## config.mk

```make
export PLATFORM = sky130hd
export DESIGN_NAME = sum_seg_display_flat
export DESIGN_NICKNAME = d
export VERILOG_FILES = /design/src/rtl/sum_seg_display_if.sv /design/src/rtl/sum_seg_display.sv /design/src/flat_wrapper.sv
export SDC_FILE = /design/constraint.sdc
export NUM_CORES = 1
export LEC_CHECK = 0
export ABC_CLOCK_PERIOD_IN_PS = 3900
export CORE_ASPECT_RATIO = 1.25
export CORE_MARGIN = 2
export CORE_UTILIZATION = 58
export CTS_CLUSTER_SIZE = 24
export DETAILED_ROUTE_END_ITERATION = 10
export PLACE_DENSITY = 0.77
export SLEW_MARGIN = 20
export SYNTH_ARGS = -nofsm -noshare
export SYNTH_HDL_FRONTEND = slang
export SYNTH_SLANG_ARGS = --single-unit
```

## constraint.sdc

```tcl
create_clock -name clk -period 3.9 [get_ports clk]
set_input_delay 0.975 -clock clk [delete_from_list [all_inputs] [get_ports clk]]
set_output_delay 0.975 -clock clk [all_outputs]
set_load 0.01 [all_outputs]
```

## src/rtl/sum_seg_display_if.sv

```systemverilog
// Bus between the adder/testbench and the seven-segment display stage.
// The master side strobes in a sum, and the slave side drives the display.
interface sum_seg_display_if;
  logic [4:0] sum_in;
  logic       sum_valid;
  logic [6:0] seg_out;
  logic       dp_out;
  logic       active;

  modport master (
    output sum_in,
    output sum_valid,
    input  seg_out,
    input  dp_out,
    input  active
  );

  modport slave (
    input  sum_in,
    input  sum_valid,
    output seg_out,
    output dp_out,
    output active
  );
endinterface

```

## src/rtl/sum_seg_display.sv

```systemverilog
// Shows a latched 0..31 sum on one seven-segment display.
// The tens digit is shown first and the ones digit last, each followed by a blank gap.
module sum_seg_display #(
  parameter int DIGIT_CYCLES = 12_000_000,
  parameter int BLANK_CYCLES = 3_000_000
) (
  input  logic               clk,
  input  logic               rst_n,
  sum_seg_display_if.slave   bus
);

  localparam int MAX_CYCLES = (DIGIT_CYCLES > BLANK_CYCLES) ? DIGIT_CYCLES : BLANK_CYCLES;
  localparam int CNT_W      = $clog2(MAX_CYCLES + 1);
  localparam logic [CNT_W-1:0] DIGIT_LAST = CNT_W'(DIGIT_CYCLES - 1);
  localparam logic [CNT_W-1:0] BLANK_LAST = CNT_W'(BLANK_CYCLES - 1);

  typedef enum logic [2:0] {IDLE, TENS, GAP_T, ONES, GAP_O} state_t;

  state_t           r_state, w_nextState;
  logic [4:0]       r_value, w_nextValue;
  logic [CNT_W-1:0] r_cnt, w_nextCnt;
  logic [6:0]       r_seg, w_nextSeg;
  logic             r_dp, w_nextDp;
  logic             r_active;
  logic [1:0]       w_tens;
  logic [4:0]       w_tensTimesTen;
  logic [4:0]       w_onesWide;
  logic [3:0]       w_ones;

  function automatic logic [6:0] segPattern(input logic [3:0] digit);
    case (digit)
      4'd0:    segPattern = 7'h3F;
      4'd1:    segPattern = 7'h06;
      4'd2:    segPattern = 7'h5B;
      4'd3:    segPattern = 7'h4F;
      4'd4:    segPattern = 7'h66;
      4'd5:    segPattern = 7'h6D;
      4'd6:    segPattern = 7'h7D;
      4'd7:    segPattern = 7'h07;
      4'd8:    segPattern = 7'h7F;
      4'd9:    segPattern = 7'h6F;
      default: segPattern = 7'h00;
    endcase
  endfunction

  // Next state and value. A strobe takes priority over any counter expiry.
  always_comb begin
    w_nextState = r_state;
    w_nextValue = r_value;
    w_nextCnt   = r_cnt + CNT_W'(1);
    if (bus.sum_valid) begin
      w_nextValue = bus.sum_in;
      w_nextCnt   = '0;
      w_nextState = (bus.sum_in >= 5'd10) ? TENS : ONES;
    end else begin
      case (r_state)
        IDLE: w_nextCnt = '0;
        TENS: if (r_cnt == DIGIT_LAST) begin
          w_nextState = GAP_T;
          w_nextCnt   = '0;
        end
        GAP_T: if (r_cnt == BLANK_LAST) begin
          w_nextState = ONES;
          w_nextCnt   = '0;
        end
        ONES: if (r_cnt == DIGIT_LAST) begin
          w_nextState = GAP_O;
          w_nextCnt   = '0;
        end
        GAP_O: if (r_cnt == BLANK_LAST) begin
          w_nextState = (r_value >= 5'd10) ? TENS : ONES;
          w_nextCnt   = '0;
        end
        default: begin
          w_nextState = IDLE;
          w_nextCnt   = '0;
        end
      endcase
    end
  end

  // Decode from the next value so that a new digit appears on the same edge that latches it.
  always_comb begin
    w_tens         = 2'd0;
    w_tensTimesTen = 5'd0;
    if (w_nextValue >= 5'd30) begin
      w_tens         = 2'd3;
      w_tensTimesTen = 5'd30;
    end else if (w_nextValue >= 5'd20) begin
      w_tens         = 2'd2;
      w_tensTimesTen = 5'd20;
    end else if (w_nextValue >= 5'd10) begin
      w_tens         = 2'd1;
      w_tensTimesTen = 5'd10;
    end
    w_onesWide = w_nextValue - w_tensTimesTen;
    w_ones     = w_onesWide[3:0];
    w_nextSeg  = 7'h00;
    w_nextDp   = 1'b0;
    case (w_nextState)
      TENS: w_nextSeg = segPattern({2'b00, w_tens});
      ONES: begin
        w_nextSeg = segPattern(w_ones);
        w_nextDp  = 1'b1;
      end
      default: begin
        w_nextSeg = 7'h00;
        w_nextDp  = 1'b0;
      end
    endcase
  end

  always_ff @(posedge clk or negedge rst_n) begin
    if (!rst_n) begin
      r_state  <= IDLE;
      r_value  <= '0;
      r_cnt    <= '0;
      r_seg    <= 7'h00;
      r_dp     <= 1'b0;
      r_active <= 1'b0;
    end else begin
      r_state  <= w_nextState;
      r_value  <= w_nextValue;
      r_cnt    <= w_nextCnt;
      r_seg    <= w_nextSeg;
      r_dp     <= w_nextDp;
      r_active <= (w_nextState != IDLE);
    end
  end

  assign bus.seg_out = r_seg;
  assign bus.dp_out  = r_dp;
  assign bus.active  = r_active;

endmodule

```

## src/flat_wrapper.sv

```systemverilog
// flat-port wrapper written by rule: the top's interface ports become plain ports
module sum_seg_display_flat 
#(
  parameter int DIGIT_CYCLES = 12_000_000,
  parameter int BLANK_CYCLES = 3_000_000
)
  (clk, rst_n, bus_sum_in, bus_sum_valid, bus_seg_out, bus_dp_out, bus_active);
  sum_seg_display_if bus_i ();
  input  logic clk;
  input  logic rst_n;
  input wire logic [$bits(bus_i.sum_in)-1:0] bus_sum_in;
  input wire logic [$bits(bus_i.sum_valid)-1:0] bus_sum_valid;
  output wire logic [$bits(bus_i.seg_out)-1:0] bus_seg_out;
  output wire logic [$bits(bus_i.dp_out)-1:0] bus_dp_out;
  output wire logic [$bits(bus_i.active)-1:0] bus_active;
  assign bus_i.sum_in = bus_sum_in;
  assign bus_i.sum_valid = bus_sum_valid;
  assign bus_seg_out = bus_i.seg_out;
  assign bus_dp_out = bus_i.dp_out;
  assign bus_active = bus_i.active;
  sum_seg_display #(.DIGIT_CYCLES(DIGIT_CYCLES), .BLANK_CYCLES(BLANK_CYCLES)) u_core (.clk(clk), .rst_n(rst_n), .bus(bus_i));
endmodule
```

# Word level (Yosys, flattened, before mapping)
# Memories as Yosys holds them, arrays and structs flattened.
# Index checks and enable logic that the tools add are counted.
# W data, S select, Z words.
totals:
  ff_bits: 41
  out_inout_bits: 9
  in_bits: 8
  rom_bits: 112
  word_cells: 52
  mem_count: 1
mem_list:
  columns: ["memory", "depth", "width", "read_ports", "rd_ports_with_merged_regs", "wr", "line_no", "text"]
  rows:
  - ["(no name shown)", 16, 7, 1, 0, 0, "sum_seg_display.sv:31", "case (digit)"]
classes:
  eq_ne: 11
  magnitude_cmp: 5
  n_mux: 22
  addsub: 2
  n_reduce_logical: 5
op_table:
  columns: ["operator", "count"]
  rows:
  - ["$mux W24", 3]
  - ["$pmux W24 S2", 1]
  - ["$pmux W7 S4", 1]
  - ["$add A24 B1 Y24 const B", 1]
  - ["$eq A24 B22 Y1 const B", 1]
  - ["$eq A24 B24 Y1 const B", 1]
  - ["$ge A5 B4 Y1 const B", 3]
  - ["$mux W3", 5]
  - ["$pmux W3 S5", 1]
  - ["$pmux W7 S2", 1]
  - ["$mux W4", 3]
  - ["$ge A5 B5 Y1 const B", 2]
  - ["$eq A3 B2 Y1 const B", 3]
  - ["$mux W2", 4]
  - ["$eq A3 B1 Y1 const B", 2]
  - ["$mux W5", 1]
  - ["$eq A2 B2 Y1 const B", 2]
  - ["$reduce_or A2 Y1", 2]
  - ["$sub A4 B4 Y4", 1]
  - ["$eq A3 B3 Y1 const B", 1]
  - ["$logic_not A3 Y1", 1]
  - ["$reduce_bool A3 Y1", 1]
  - ["$eq A2 B1 Y1 const B", 1]
  - ["$logic_not A2 Y1", 1]
  - ["$mux W1", 2]

# Longest topological paths before layout
# Gate-level depths: netlist (run 1).
depth:
  depth_word: 8
  mapped_depth: 13
  mapped_depth_nobuf: 11

# Least setup slack after synthesis (run 1)
# OpenSTA, ideal clock, no wires.
synth_timing:
  path_type: "input to register"
  from: "input port bus_sum_valid"
  to: "register u_core.r_seg[3], in the netlist u_core.bus.seg_out[3]"
  required_ns: 3.796
  arrival_time_ns: 3.604
  n_path_buf: 3
  slack_ns: 0.192
  setup_time_ns: 0.104
  path_stages: 13
  cell_sequence: "buf_2 -> buf_2 -> mux2i_1 -> maj3_1 -> o22ai_1 -> ha_1 -> fa_1 -> clkbuf_1 -> nor3b_1 -> o21ai_0 -> o311ai_1 -> a21oi_1 -> a221oi_1"
synth_via:
  elab_chain_len: 8
  elab_cells_between_ends: 21
  classes_between: "1 x add/sub; 3 x order compare; 5 x eq/ne; 10 x mux; 1 x reduce/logical; 1 x memory"
synth_lines:
  columns: ["item", "line_no", "text"]
  rows:
  - ["start: declaration", "flat_wrapper.sv:12", "input wire logic [$bits(bus_i.sum_valid)-1:0] bus_sum_valid;"]
  - ["$mux W5", "sum_seg_display.sv:51", "if (bus.sum_valid) begin"]
  - ["$ge A5 B4 Y1", "sum_seg_display.sv:92", "end else if (w_nextValue >= 5'd10) begin"]
  - ["$mux W4 or $mux W1 (tied branches)", "sum_seg_display.sv:92", null]
  - ["$mux W4 or $mux W2 (tied branches)", "sum_seg_display.sv:89", "end else if (w_nextValue >= 5'd20) begin"]
  - ["$mux W4 or $mux W2 (tied branches)", "sum_seg_display.sv:86", "if (w_nextValue >= 5'd30) begin"]
  - ["$sub A4 B4 Y4, or another cell as far along", "sum_seg_display.sv:96", "w_onesWide = w_nextValue - w_tensTimesTen;"]
  - ["$mem_v2 Z16 W7 or $pmux W7 S4 (tied branches)", null, null]
  - ["$pmux W7 S2 *", "sum_seg_display.sv:100", "case (w_nextState)"]
  - ["net u_core.w_nextSeg[3]", "sum_seg_display.sv:22", "logic [6:0] r_seg, w_nextSeg;"]
  - ["end signal: assignment", "sum_seg_display.sv:125", "r_seg <= w_nextSeg;"]
  - ["end: declaration", "sum_seg_display.sv:22", null]
# Mark *: on every way through the listed nets, which the timed path passes. The rest lies on a longest branch. The select of a mux whose other input is x is not followed.

# Worst setup path in the final report (run 1)
layout_timing:
  from: "input port bus_sum_in[4]"
  to: "register u_core.r_seg[5], in the netlist u_core.bus.seg_out[5]"
layout_via:
  elab_chain_len: 8
  elab_cells_between_ends: 23
  classes_between: "1 x add/sub; 4 x order compare; 5 x eq/ne; 11 x mux; 1 x reduce/logical; 1 x memory"
layout_lines:
  columns: ["item", "line_no", "text"]
  rows:
  - ["start: declaration", "flat_wrapper.sv:11", "input wire logic [$bits(bus_i.sum_in)-1:0] bus_sum_in;"]
  - ["$mux W5 *", "sum_seg_display.sv:51", null]
  - ["net u_core.w_nextValue[4]", "sum_seg_display.sv:20", "logic [4:0] r_value, w_nextValue;"]
  - ["$ge A5 B4 Y1", "sum_seg_display.sv:92", null]
  - ["$mux W4 or $mux W1 (tied branches)", "sum_seg_display.sv:92", null]
  - ["$mux W4 or $mux W2 (tied branches)", "sum_seg_display.sv:89", null]
  - ["$mux W4 or $mux W2 (tied branches)", "sum_seg_display.sv:86", null]
  - ["$sub A4 B4 Y4, or another cell as far along", "sum_seg_display.sv:96", null]
  - ["$mem_v2 Z16 W7 or $pmux W7 S4 (tied branches)", null, null]
  - ["$pmux W7 S2 *", "sum_seg_display.sv:100", null]
  - ["net u_core.w_nextSeg[5]", "sum_seg_display.sv:22", null]
# Marked as above.

==> flow_metrics.env, run 1 <==
export IMPL_grt_max_degree=42
export IMPL_crit_end="u_core.bus.seg_out[5]$_DFF_PN0_"
export IMPL_die_w_microns=61.51
export IMPL_slew_violations=0
export IMPL_ys_types=54
export IMPL_die_area_sq_um=4667
export IMPL_crit_family="adder cells"
export IMPL_ant_nets=0
export IMPL_power_density_nw_per_um2=385.8
export IMPL_nNetsFinal=298
export IMPL_status="finished clean"
export IMPL_grt_pass1_wl_mm=7.983
export IMPL_coreArea_sq_um=4034
export IMPL_overflow=0
export IMPL_path_clk_slew_ns=0.07
export IMPL_htree_levels=2
export IMPL_ir_drop_mv=0.2496
export IMPL_avgRoutedWirePerCell_microns=14.59
export IMPL_synth_edf_count=0
export IMPL_holdPathStages=1
export IMPL_drc=0
export IMPL_port_buffers=16
export IMPL_cp_start_kind="input port"
export IMPL_fin_skew_ns=0.005223
export IMPL_die_height_microns=75.88
export IMPL_rrSetupSlack_ns=1.12
export IMPL_cp_depth=11
export IMPL_synth_cells=247
export IMPL_clkSinkCount=41
export IMPL_cts_tree="yes"
export IMPL_end_kind="flip-flop"
export IMPL_slew_headroom_pct=40.39
export IMPL_synth_most_common_cell="dfrtp_1"
export IMPL_critPathMaxStageDelay_ns=0.52
export IMPL_clock_latency_ns=0.29
export IMPL_initial_core_util_pct=59.43
export IMPL_worst_ep_required_time_ns=4.12
export IMPL_synth_fp_nets=263
export IMPL_ys_top_cells_by_area="dfrtp_1 43%, nor2_1 5.9%, xor2_1 5.5%"
export IMPL_post_route_cell_area_sq_um=2840
export IMPL_path_cells="clkdlybuf4s50_1, mux2i_1, inv_2, maj3_1, o22ai_1, ha_1, fa_1, or2_2, a211oi_1, o2bb2ai_1, a21oi_1"
export IMPL_netlist_top_cells_count="41 x dfrtp_1, 38 x nor2_1, 24 x nand2_1, 15 x xor2_1, 9 x inv_1"
export IMPL_setup_viol=0
export IMPL_cts_root_buffer="clkbuf_8"
export IMPL_period_needed_ns=3.560
export IMPL_max_freq_mhz=280.9
export IMPL_cts_made_buffers=5
export IMPL_ys_ff_latch=41
export IMPL_hold_path_class="reg2reg"
export IMPL_utilization_pct=70.41
export IMPL_timing_rr_start="u_core.r_value[4]$_DFF_PN0_"
export IMPL_syn_cell_area_sq_um=2397
export IMPL_routed_via_count=1875
export IMPL_vias_per_cell=5.547
export IMPL_place_area_sq_um=2734
export IMPL_num_antenna_cells=0
export IMPL_grt_setup_unrepaired="no"
export IMPL_synthFlopType="dfrtp_1"
export IMPL_async_reset_ff_share_pct=100.0
export IMPL_io_pins=17
export IMPL_path_max_fanout=9
export IMPL_path_class="in2reg"
export IMPL_yosys_warnings=0
export IMPL_crit_arrival_ns=3.78
export IMPL_routabilityCongestion=0.8618
export IMPL_r2r_end="u_core.bus.seg_out[5]$_DFF_PN0_"
export IMPL_period_share_pct=91.29
export IMPL_first_pass_iters=4
export IMPL_p_leak_nw=1.266
export IMPL_track_usage_pct=23.27
export IMPL_antenna_found_initial=0
export IMPL_num_rows=26
export IMPL_syn_to_final_growth_pct=18.48
export IMPL_drt_iter0_markers=98
export IMPL_crit_buf_inv=2
export IMPL_syn_avg_cell_area_sq_um=9.706
export IMPL_startpoint="bus_sum_in[4]"
export IMPL_drive_above_1_share_pct=15.25
export IMPL_ys_seq_area_share_pct=42.80
export IMPL_drt_total_wl_mm=4.932
export IMPL_hold_viol=0
export IMPL_yosysTopAreaCell="dfrtp_1"
export IMPL_maxCapViolations=0
export IMPL_clock_path_buffers=2
export IMPL_netlist_area_leader_share_pct=42.80
export IMPL_ff2ff_path_depth=10
export IMPL_dp_hpwl_mm=3.698
export IMPL_grt_pass1_vias=1814
export IMPL_tightest_slew_ns=0.8942
export IMPL_slowest_stage="fa_1"
export IMPL_post_cts_buffers=0
[worst reg2reg max path: stages, from the launching register on]
cell and delay, ns:
dfrtp_1 0.38, mux2i_1 0.22, inv_2 0.06, maj3_1 0.33, o22ai_1 0.23, ha_1 0.21
fa_1 0.52, or2_2 0.36, a211oi_1 0.21, o2bb2ai_1 0.09, a21oi_1 0.12
[sequential cells by signal, summed over array words and instances (netlist names)]
| signal | count |
|---|---|
| u_core.bus.active | 1 |
| u_core.bus.dp_out | 1 |
| u_core.bus.seg_out | 7 |
| u_core.r_cnt | 24 |
| u_core.r_state | 3 |
| u_core.r_value | 5 |
[how the worst min path moves through the flow]
| stage | start | to | slack, ns |
|---|---|---|---|
| floorplan | u_core.r_cnt[0]$_DFF_PN0_ | u_core.r_cnt[0]$_DFF_PN0_ | 0.42 |
| global placement | u_core.r_cnt[0]$_DFF_PN0_ | u_core.r_cnt[0]$_DFF_PN0_ | 0.44 |
| detailed placement | u_core.r_cnt[0]$_DFF_PN0_ | u_core.r_cnt[0]$_DFF_PN0_ | 0.45 |
| CTS | u_core.r_cnt[0]$_DFF_PN0_ | u_core.r_cnt[0]$_DFF_PN0_ | 0.46 |
| global route | u_core.r_cnt[0]$_DFF_PN0_ | u_core.r_cnt[0]$_DFF_PN0_ | 0.49 |
| finish | u_core.r_cnt[0]$_DFF_PN0_ | u_core.r_cnt[0]$_DFF_PN0_ | 0.46 |
[repair_timing]
| action | 4_1_cts | 5_1_grt |
|---|---|---|
| endpoints found under the setup margin | 0 | 5 |
| resized for setup | 0 | 1 |
| hold buffers | 0 | 0 |
[layout by cell type (no fill, tap or decap), types with 2 or more instances in the layout]
cell type / instances
inv_1: 9
nand3b_1: 4
clkdlybuf4s50_1: 14
clkbuf_8: 5
xor2_1: 15
ha_1: 7
xnor2_1: 8
nand4_2: 2
and4_1: 2
a21oi_1: 6
o21ai_0: 3
or4_1: 2
nand3_1: 7
nor2b_1: 2
or3_1: 2
nand4_1: 6
mux2i_1: 3
nand2_1: 24
and3_1: 4
o22ai_1: 3
buf_4: 20
nor3b_1: 7
or2_2: 2
inv_2: 3
dfrtp_1: 41
nor3_1: 7
and2_1: 3
a221oi_1: 4
nor2_1: 38
[area by class of cell]
cell class,instances,area (sq um)
flip-flops and latches,41,1026
clock buffers,5,68.82
multi-input cells,186,1287
repair buffers,36,307.8
inverters,12,45.04
fillers,349,1194
clock inverters,2,35.03
well taps,56,70.07
[per-stage QoR]
stage	setup WS [ns]	hold WS [ns]	total power, W	std cells	TNS, ns
after floorplan	0.1924	0.4245	0.0006475	247	0
after global placement	-0.09397	0.4439	0.0007771	331	-0.4102
after detailed placement	-0.2191	0.4539	0.0007808	331	-1.100
after CTS	0.07698	0.4640	0.001106	338	0
after global routing	0.1513	0.4907	0.001161	338	0
final	0.3397	0.4618	0.001096	338	0
[where the power goes]
part	total, W	leakage (nW)	internal [W]	switching [W]
Sequential	0.000466	0.525	0.000452	0.0000135
Combinational	0.000307	0.687	0.000157	0.000150
Clock	0.000324	0.0540	0.000186	0.000138
[cell families (layout without fill, tap and decap cells)]
kind of cell	after synthesis	count (layout)	synth area share, %
AOI/OAI and AO/OA	29	29	9.761
xor gates and xnor gates	24	24	9.343
DFF	41	41	42.80
adders and majority gates	9	9	4.906
muxes	6	6	3.236
buffers and inverters	20	55	3.497
and+or+nand+nor	118	118	26.46
[layer usage]
metal / global-route usage [%] / up-vias / part of all wire, %
met2: 41.40 / 22 / 55
met1: 25.43 / 902 / 40
met5: 0 / - / 0
met4: 11.58 / 0 / 3.1
li1: - / 939 / -
met3: 5.263 / 12 / 1.8
Note: power is estimated with default switching activity, not from simulation.
==> run 2, diff against run 1 <==
Settings changed: CAP_MARGIN set to 20.
==> results of run 2 <==
The final DEF is identical to that of run 1; final timing and power are the same.
==> run 3, diff against run 2 <==
Settings changed: ABC_AREA set to 1, CORE_UTILIZATION 58 to 59.
==> flow_metrics.env, run 3 <==
export IMPL_status="finished clean"
export IMPL_place_area_sq_um=2843
export IMPL_synth_edf_count=0
export IMPL_hold_start="u_core.r_cnt[0]$_DFF_PN0_"
export IMPL_clkSinkCount=41
export IMPL_path_class="in2reg"
export IMPL_hold_path_class="reg2reg"
export IMPL_slowest_stage="fa_1"
export IMPL_path_clk_slew_ns=0.08
export IMPL_overflow=0
export IMPL_netlist_area_leader_share_pct=38.68
export IMPL_largest_register="u_core.r_cnt"
export IMPL_end_kind="flip-flop"
export IMPL_maxCapViolations=0
export IMPL_num_rows=27
export IMPL_fin_skew_ns=0.004382
export IMPL_power_density_nw_per_um2=357.5
export IMPL_synth_fp_nets=356
export IMPL_clock_latency_ns=0.29
export IMPL_drc=0
export IMPL_place_inst=410
export IMPL_synth_most_common_cell="nand2_1"
export IMPL_ys_types=37
export IMPL_grt_pass1_wl_mm=9.597
export IMPL_path_cells="clkdlybuf4s50_1, inv_1, nand2_1, nand2_2, inv_2, nor2_2, nand2_1, and3_1, inv_1, ha_1, fa_1, inv_1, o21ai_0, nand3_1, nand2_1, inv_1, nand3_2, nand2_1"
export IMPL_port_buffers=16
export IMPL_netlist_top_cells_count="82 x nand2_1, 46 x nor2_1, 44 x inv_1, 41 x dfrtp_1, 20 x nand3_1"
export IMPL_vias_per_cell=5.289
export IMPL_htree_levels=2
export IMPL_nNetsFinal=375
export IMPL_holdPathStages=1
export IMPL_io_pins=17
export IMPL_synthFlopType="dfrtp_1"
export IMPL_grt_max_degree=42
export IMPL_setup_viol=0
export IMPL_startpoint="bus_sum_in[3]"
export IMPL_crit_arrival_ns=3.53
export IMPL_max_freq_mhz=299.6
export IMPL_cp_start_kind="input port"
export IMPL_antenna_found_initial=0
export IMPL_ant_nets=0
export IMPL_cts_made_buffers=5
export IMPL_die_w_microns=63.97
export IMPL_cts_tree="yes"
export IMPL_initial_core_util_pct=60.87
export IMPL_ir_drop_mv=0.2336
export IMPL_path_max_fanout=8
export IMPL_tightest_slew_ns=0.9009
export IMPL_synth_cells=340
export IMPL_post_route_cell_area_sq_um=2962
export IMPL_r2r_end="u_core.bus.seg_out[5]$_DFF_PN0_"
export IMPL_ys_top_cells_by_area="dfrtp_1 39%, nand2_1 12%, nor2_1 6.5%"
export IMPL_routabilityCongestion=0.8787
export IMPL_grt_pass1_vias=2192
export IMPL_period_share_pct=85.58
export IMPL_avgRoutedWirePerCell_microns=13.02
export IMPL_post_cts_buffers=0
export IMPL_utilization_pct=67.96
export IMPL_hold_path_end="u_core.r_cnt[0]$_DFF_PN0_"
export IMPL_syn_avg_cell_area_sq_um=7.802
export IMPL_critPathMaxStageDelay_ns=0.63
export IMPL_timing_rr_start="u_core.r_value[4]$_DFF_PN0_"
export IMPL_ys_seq_area_share_pct=38.68
export IMPL_dp_hpwl_mm=4.150
export IMPL_syn_to_final_growth_pct=11.65
export IMPL_slew_headroom_pct=39.94
export IMPL_final_common_cell="nand2_1"
export IMPL_die_height_microns=78.97
export IMPL_drt_iter0_markers=83
export IMPL_clock_path_buffers=2
export IMPL_yosysTopAreaCell="dfrtp_1"
export IMPL_routed_via_count=2211
export IMPL_async_reset_ff_share_pct=100.0
export IMPL_drive_above_1_share_pct=12.78
export IMPL_worst_ep_required_time_ns=4.09
export IMPL_setup_slack_ns=0.5624
export IMPL_ys_ff_latch=41
export IMPL_cts_hold_buf=0
export IMPL_grt_setup_unrepaired="no"
export IMPL_hold_viol=0
export IMPL_pre_cts_ws_ns=-0.008410
export IMPL_rrSetupSlack_ns=1.34
export IMPL_largest_reg_flops=24
export IMPL_ff2ff_path_depth=16
export IMPL_slew_violations=0
export IMPL_track_usage_pct=24.36
export IMPL_fillers=386
export IMPL_first_pass_iters=4
export IMPL_drt_total_wl_mm=5.441
export IMPL_num_antenna_cells=0
export IMPL_finalNonFillerCells=418
export IMPL_finalPower_w=0.001059
export IMPL_coreArea_sq_um=4358
export IMPL_syn_cell_area_sq_um=2653
export IMPL_final_cell_mix="82 x nand2_1, 46 x nor2_1, 44 x inv_1, 41 x dfrtp_1, 20 x nand3_1"
export IMPL_yosys_warnings=0
export IMPL_die_area_sq_um=5051
export IMPL_p_leak_nw=1.486
export IMPL_period_needed_ns=3.338
export IMPL_cts_root_buffer="clkbuf_8"
[run 3: final cells by class]
type | count | area [sq um] | share of cell area (%)
clock buffers | 7 | 86.33 | 2.915
clock inverters | 1 | 30.03 | 1.014
inverters | 48 | 185.2 | 6.253
multi-input cells | 247 | 1404 | 47.40
flip-flops and latches | 41 | 1026 | 34.64
well taps | 58 | 72.57 | 2.450
repair buffers | 16 | 157.7 | 5.323
[run 3: metal layers]
layer,global-route usage [%],share of wire [%]
met4,11.52,3.5
met5,0,0
met3,4.249,3.3
met2,46.56,56
met1,25.23,37
[run 3: metrics by stage]
step                      hold slack (ns)    TNS, ns
after global routing               0.5159          0
after detailed placement           0.4882  -0.008410
after floorplan                    0.4507          0
after global placement             0.4699          0
after CTS                          0.4991          0
final                              0.4918          0
[run 3: what timing repair did]
action,4_1_cts,5_1_grt
endpoints found under the hold margin,0,0
setup endpoints to repair,0,1
gates resized for setup,0,1
[run 3: critical path: cells and delay by family]
kind | cells | cell delay, ns
simple gates | 9 | 0.73
compound gates | 1 | 0.16
buf+inv | 6 | 0.83
fa+ha+maj | 2 | 0.81
[run 3: kinds of logic (layout without fill, tap and decap cells)]
logic type	count (synthesis)	after routing	share of synthesized area (%)
AO/OA/AOI/OAI	17	17	3.491
flip-flops	41	41	38.68
adder cells (fa/ha/maj)	8	8	4.056
XOR/XNOR	12	12	3.962
AND/OR/NAND/NOR	210	210	41.42
buffers and inverters	52	72	8.396
[run 3: how the worst max path moves through the flow]
stage | to | slack, ns | cells past startpoint
after floorplan | u_core.bus.seg_out[5]$_DFF_PN0_ | 0.82 | 17
after global placement | u_core.bus.seg_out[5]$_DFF_PN0_ | 0.1 | 18
after detailed placement | u_core.bus.seg_out[5]$_DFF_PN0_ | -0.008 | 18
after CTS | u_core.bus.seg_out[5]$_DFF_PN0_ | 0.31 | 18
after global routing | u_core.bus.seg_out[5]$_DFF_PN0_ | 0.28 | 18
final | u_core.bus.seg_out[5]$_DFF_PN0_ | 0.56 | 18
[run 3: power breakdown]
| part | switching (W) | internal (W) | leakage (nW) |
|---|---|---|---|
| Sequential | 0.00000909 | 0.000449 | 0.527 |
| Combinational | 0.000146 | 0.000100 | 0.901 |
| Clock | 0.000146 | 0.000209 | 0.0585 |
| Total | 0.000301 | 0.000757 | 1.49 |
==> RTL change (flow settings as in run 1) <==
`BLANK_CYCLES` is set to 3_000_000 in 2 places; all go to 750_000.
--- a/src/rtl/sum_seg_display.sv
+++ b/src/rtl/sum_seg_display.sv
@@ -4,3 +4,3 @@
   parameter int DIGIT_CYCLES = 12_000_000,
-  parameter int BLANK_CYCLES = 3_000_000
+  parameter int BLANK_CYCLES = 750_000
 ) (
--- a/src/flat_wrapper.sv
+++ b/src/flat_wrapper.sv
@@ -4,3 +4,3 @@
   parameter int DIGIT_CYCLES = 12_000_000,
-  parameter int BLANK_CYCLES = 3_000_000
+  parameter int BLANK_CYCLES = 750_000
 )
Check against the original RTL: no difference found for any inputs over 10 cycles, from zero or initial values and one cycle with rst_n low; that may be too few to reach the edited logic, so the function may still have changed.
==> RTL change against run 1 <==
  * Synthesized area is 0.21% lower
  * Critical path depth grew 1
  * Register-to-register slack got worse by 0.18 ns
  * Routed wire length increased by 1.6%
  * Power decreased by 1.7%
  * Largest cell class unchanged
  * Worst hold slack better by 0.029 ns
  * Worst setup slack got worse by 0.028 ns
  * Final area decreased by 1.9%
  * Core utilization decreased by 1.4 points
  * Via count rose by 1.9%
  * Sequential cell count is the same
  * Critical endpoint unchanged
  * Clock skew is 0.0037 ns higher
==> RTL change: results (changes against run 1) <==
| Metric | Value |
|---|---|
| Clock Skews | 0.008892 ns (+0.003668 ns) |
| Initial DRC count | 86 (-12%) |
| Critical-path cell with the highest stage delay | clkdlybuf4s50_1 |
| Hold Startpoint | u_core.r_cnt[0]$_DFF_PN0_ |
| Worst reg2reg setup slack | 0.94 ns (-0.18 ns) |
| Met2 Wirelength | 2789 um (+3.1%) |
| Crit-path max FO | 5 (-4) |
| Wire length on met3 | 81 um (-10%) |
| Fill cells | 368 (+5.4%) |
| Dpl hpwl | 3702 um (about the same) |
| Avg Cell Area, Syn | 9.569 um2 (-1.4%) |
| Vias | 1910 (+1.9%) |
| Placed cell areas | 2679 um2 (-2.0%) |
| GRT Total Usage | 24.31% (+1.0 points) |
| WP data arrival | 3.81 ns (+0.03 ns) |
| P_leak | 1.172 nW (-7.4%) |
| Worst hold endpoint | u_core.r_cnt[0]$_DFF_PN0_ |
| Routing usage on met3 | 4.075% (-1.2 points) |
| Max incr delay on CP | 0.54 ns (+0.02 ns) |
| Status | finished, final reports clean |
| Max IR drop VDD | 0.0002480 V (-0.65%) |
| First-pass GRT wire length | 8307 um (+4.1%) |
| Most frequent cells after synthesis | 42 x nor2_1, 41 x dfrtp_1, 17 x nand2_1, 17 x xnor2_1, 11 x inv_1 |
| Ant. Diodes | 0 (unchanged) |
| Met2 usage | 45.98% (+4.6 points) |
| Ys Warns | 0 (unchanged) |
| Met1 Use GR | 26.72% (+1.3 points) |
| Family with the most delay on the worst path | compound AO/OA/AOI/OAI gates |
| Hold_ws | 0.4911 ns (+0.02931 ns) |
| Max FFs per register | 24 (unchanged) |
| Relative max-transition margin | 39.43% (-0.95 points) |
| Wirelength per Cell | 14.83 um (+1.6%) |
| Design area | 2785 um2 (-1.9%) |
| Layout cell share with drive strength beyond 1 | 12.41% (-2.8 points) |
| Pre-CTS setup slack | -0.03251 ns (+0.1866 ns) |
| Worst r2r dst | u_core.r_cnt[7]$_DFF_PN0_ |
| Critical R2R Launch | u_core.r_cnt[20]$_DFF_PN0_ |
| Main area contributors after synthesis | dfrtp_1 43%, nor2_1 6.6%, xnor2_1 6.2% |
| Mapped Nets | 266 (+1.1%) |
| Seq/Total Area, Yosys | 42.89% (+0.090 points) |
| Worst skew pair latency | 0.29 ns (about the same) |
| Via density | 5.651 (+1.9%) |
| Worst hold path stage count | 1 (unchanged) |
| Final estimated routing congestion in global placement | 0.7971 (-7.5%) |
| DRT Pass-1 Iters | 5 (+1) |
| Post-synthesis cell type count | 53 (-1.9%) |
| R2r worst-path depth | 6 (-4) |
| DRT met1 WL | 2033 um (+2.6%) |
| Reg clk slew, reported paths | about 0.080 ns |
==> RTL change: what timing repair did <==
item                                    CTS  global route
hold buffers                              0             0
resized for setup                         0             1
setup buffers                             0             0
hold endpoints to repair                  0             0
endpoints found under the setup margin    0             3
==> RTL change: power by group <==
group | switching (mW) | internal [mW] | total (mW)
clock network | 0.145 | 0.186 | 0.331
logic | 0.142 | 0.141 | 0.283
registers | 0.0113 | 0.452 | 0.463
total | 0.298 | 0.779 | 1.08
==> RTL change: cell families (layout without fill, tap and decap cells) <==
| kind of cell | count (synthesis) | count (layout) | share of synthesized area [%] |
|---|---|---|---|
| fa+ha+maj | 8 | 8 | 4.498 |
| mux | 5 | 5 | 2.197 |
| compound gates | 37 | 37 | 10.72 |
| buf+inv | 17 | 49 | 3.870 |
| simple gates | 118 | 118 | 26.46 |
| xor+xnor | 24 | 24 | 9.362 |
| flops | 41 | 41 | 42.89 |
==> RTL change: layout make-up <==
cell class                      count  area share, %
Multi-Input combinational cell    192          45.82
Sequential cell                    41          36.84
Timing Repair Buffer               31          9.614
Tap cell                           56          2.516
Clock buffer                        5          2.471
Inverter                           11          1.482
Clock inverter                      2          1.258
==> RTL change: worst max path at each step <==
| stage | from | to | slack (ns) |
|---|---|---|---|
| after global routing | bus_sum_valid | u_core.bus.seg_out[3]$_DFF_PN0_ | 0.02 |
| after CTS | bus_sum_valid | u_core.bus.seg_out[4]$_DFF_PN0_ | 0.26 |
| after global placement | bus_sum_valid | u_core.bus.seg_out[4]$_DFF_PN0_ | 0.03 |
| final | bus_sum_valid | u_core.bus.seg_out[5]$_DFF_PN0_ | 0.31 |
| after detailed placement | bus_sum_valid | u_core.bus.seg_out[4]$_DFF_PN0_ | -0.03 |
| after floorplan | bus_sum_valid | u_core.bus.seg_out[4]$_DFF_PN0_ | 0.31 |
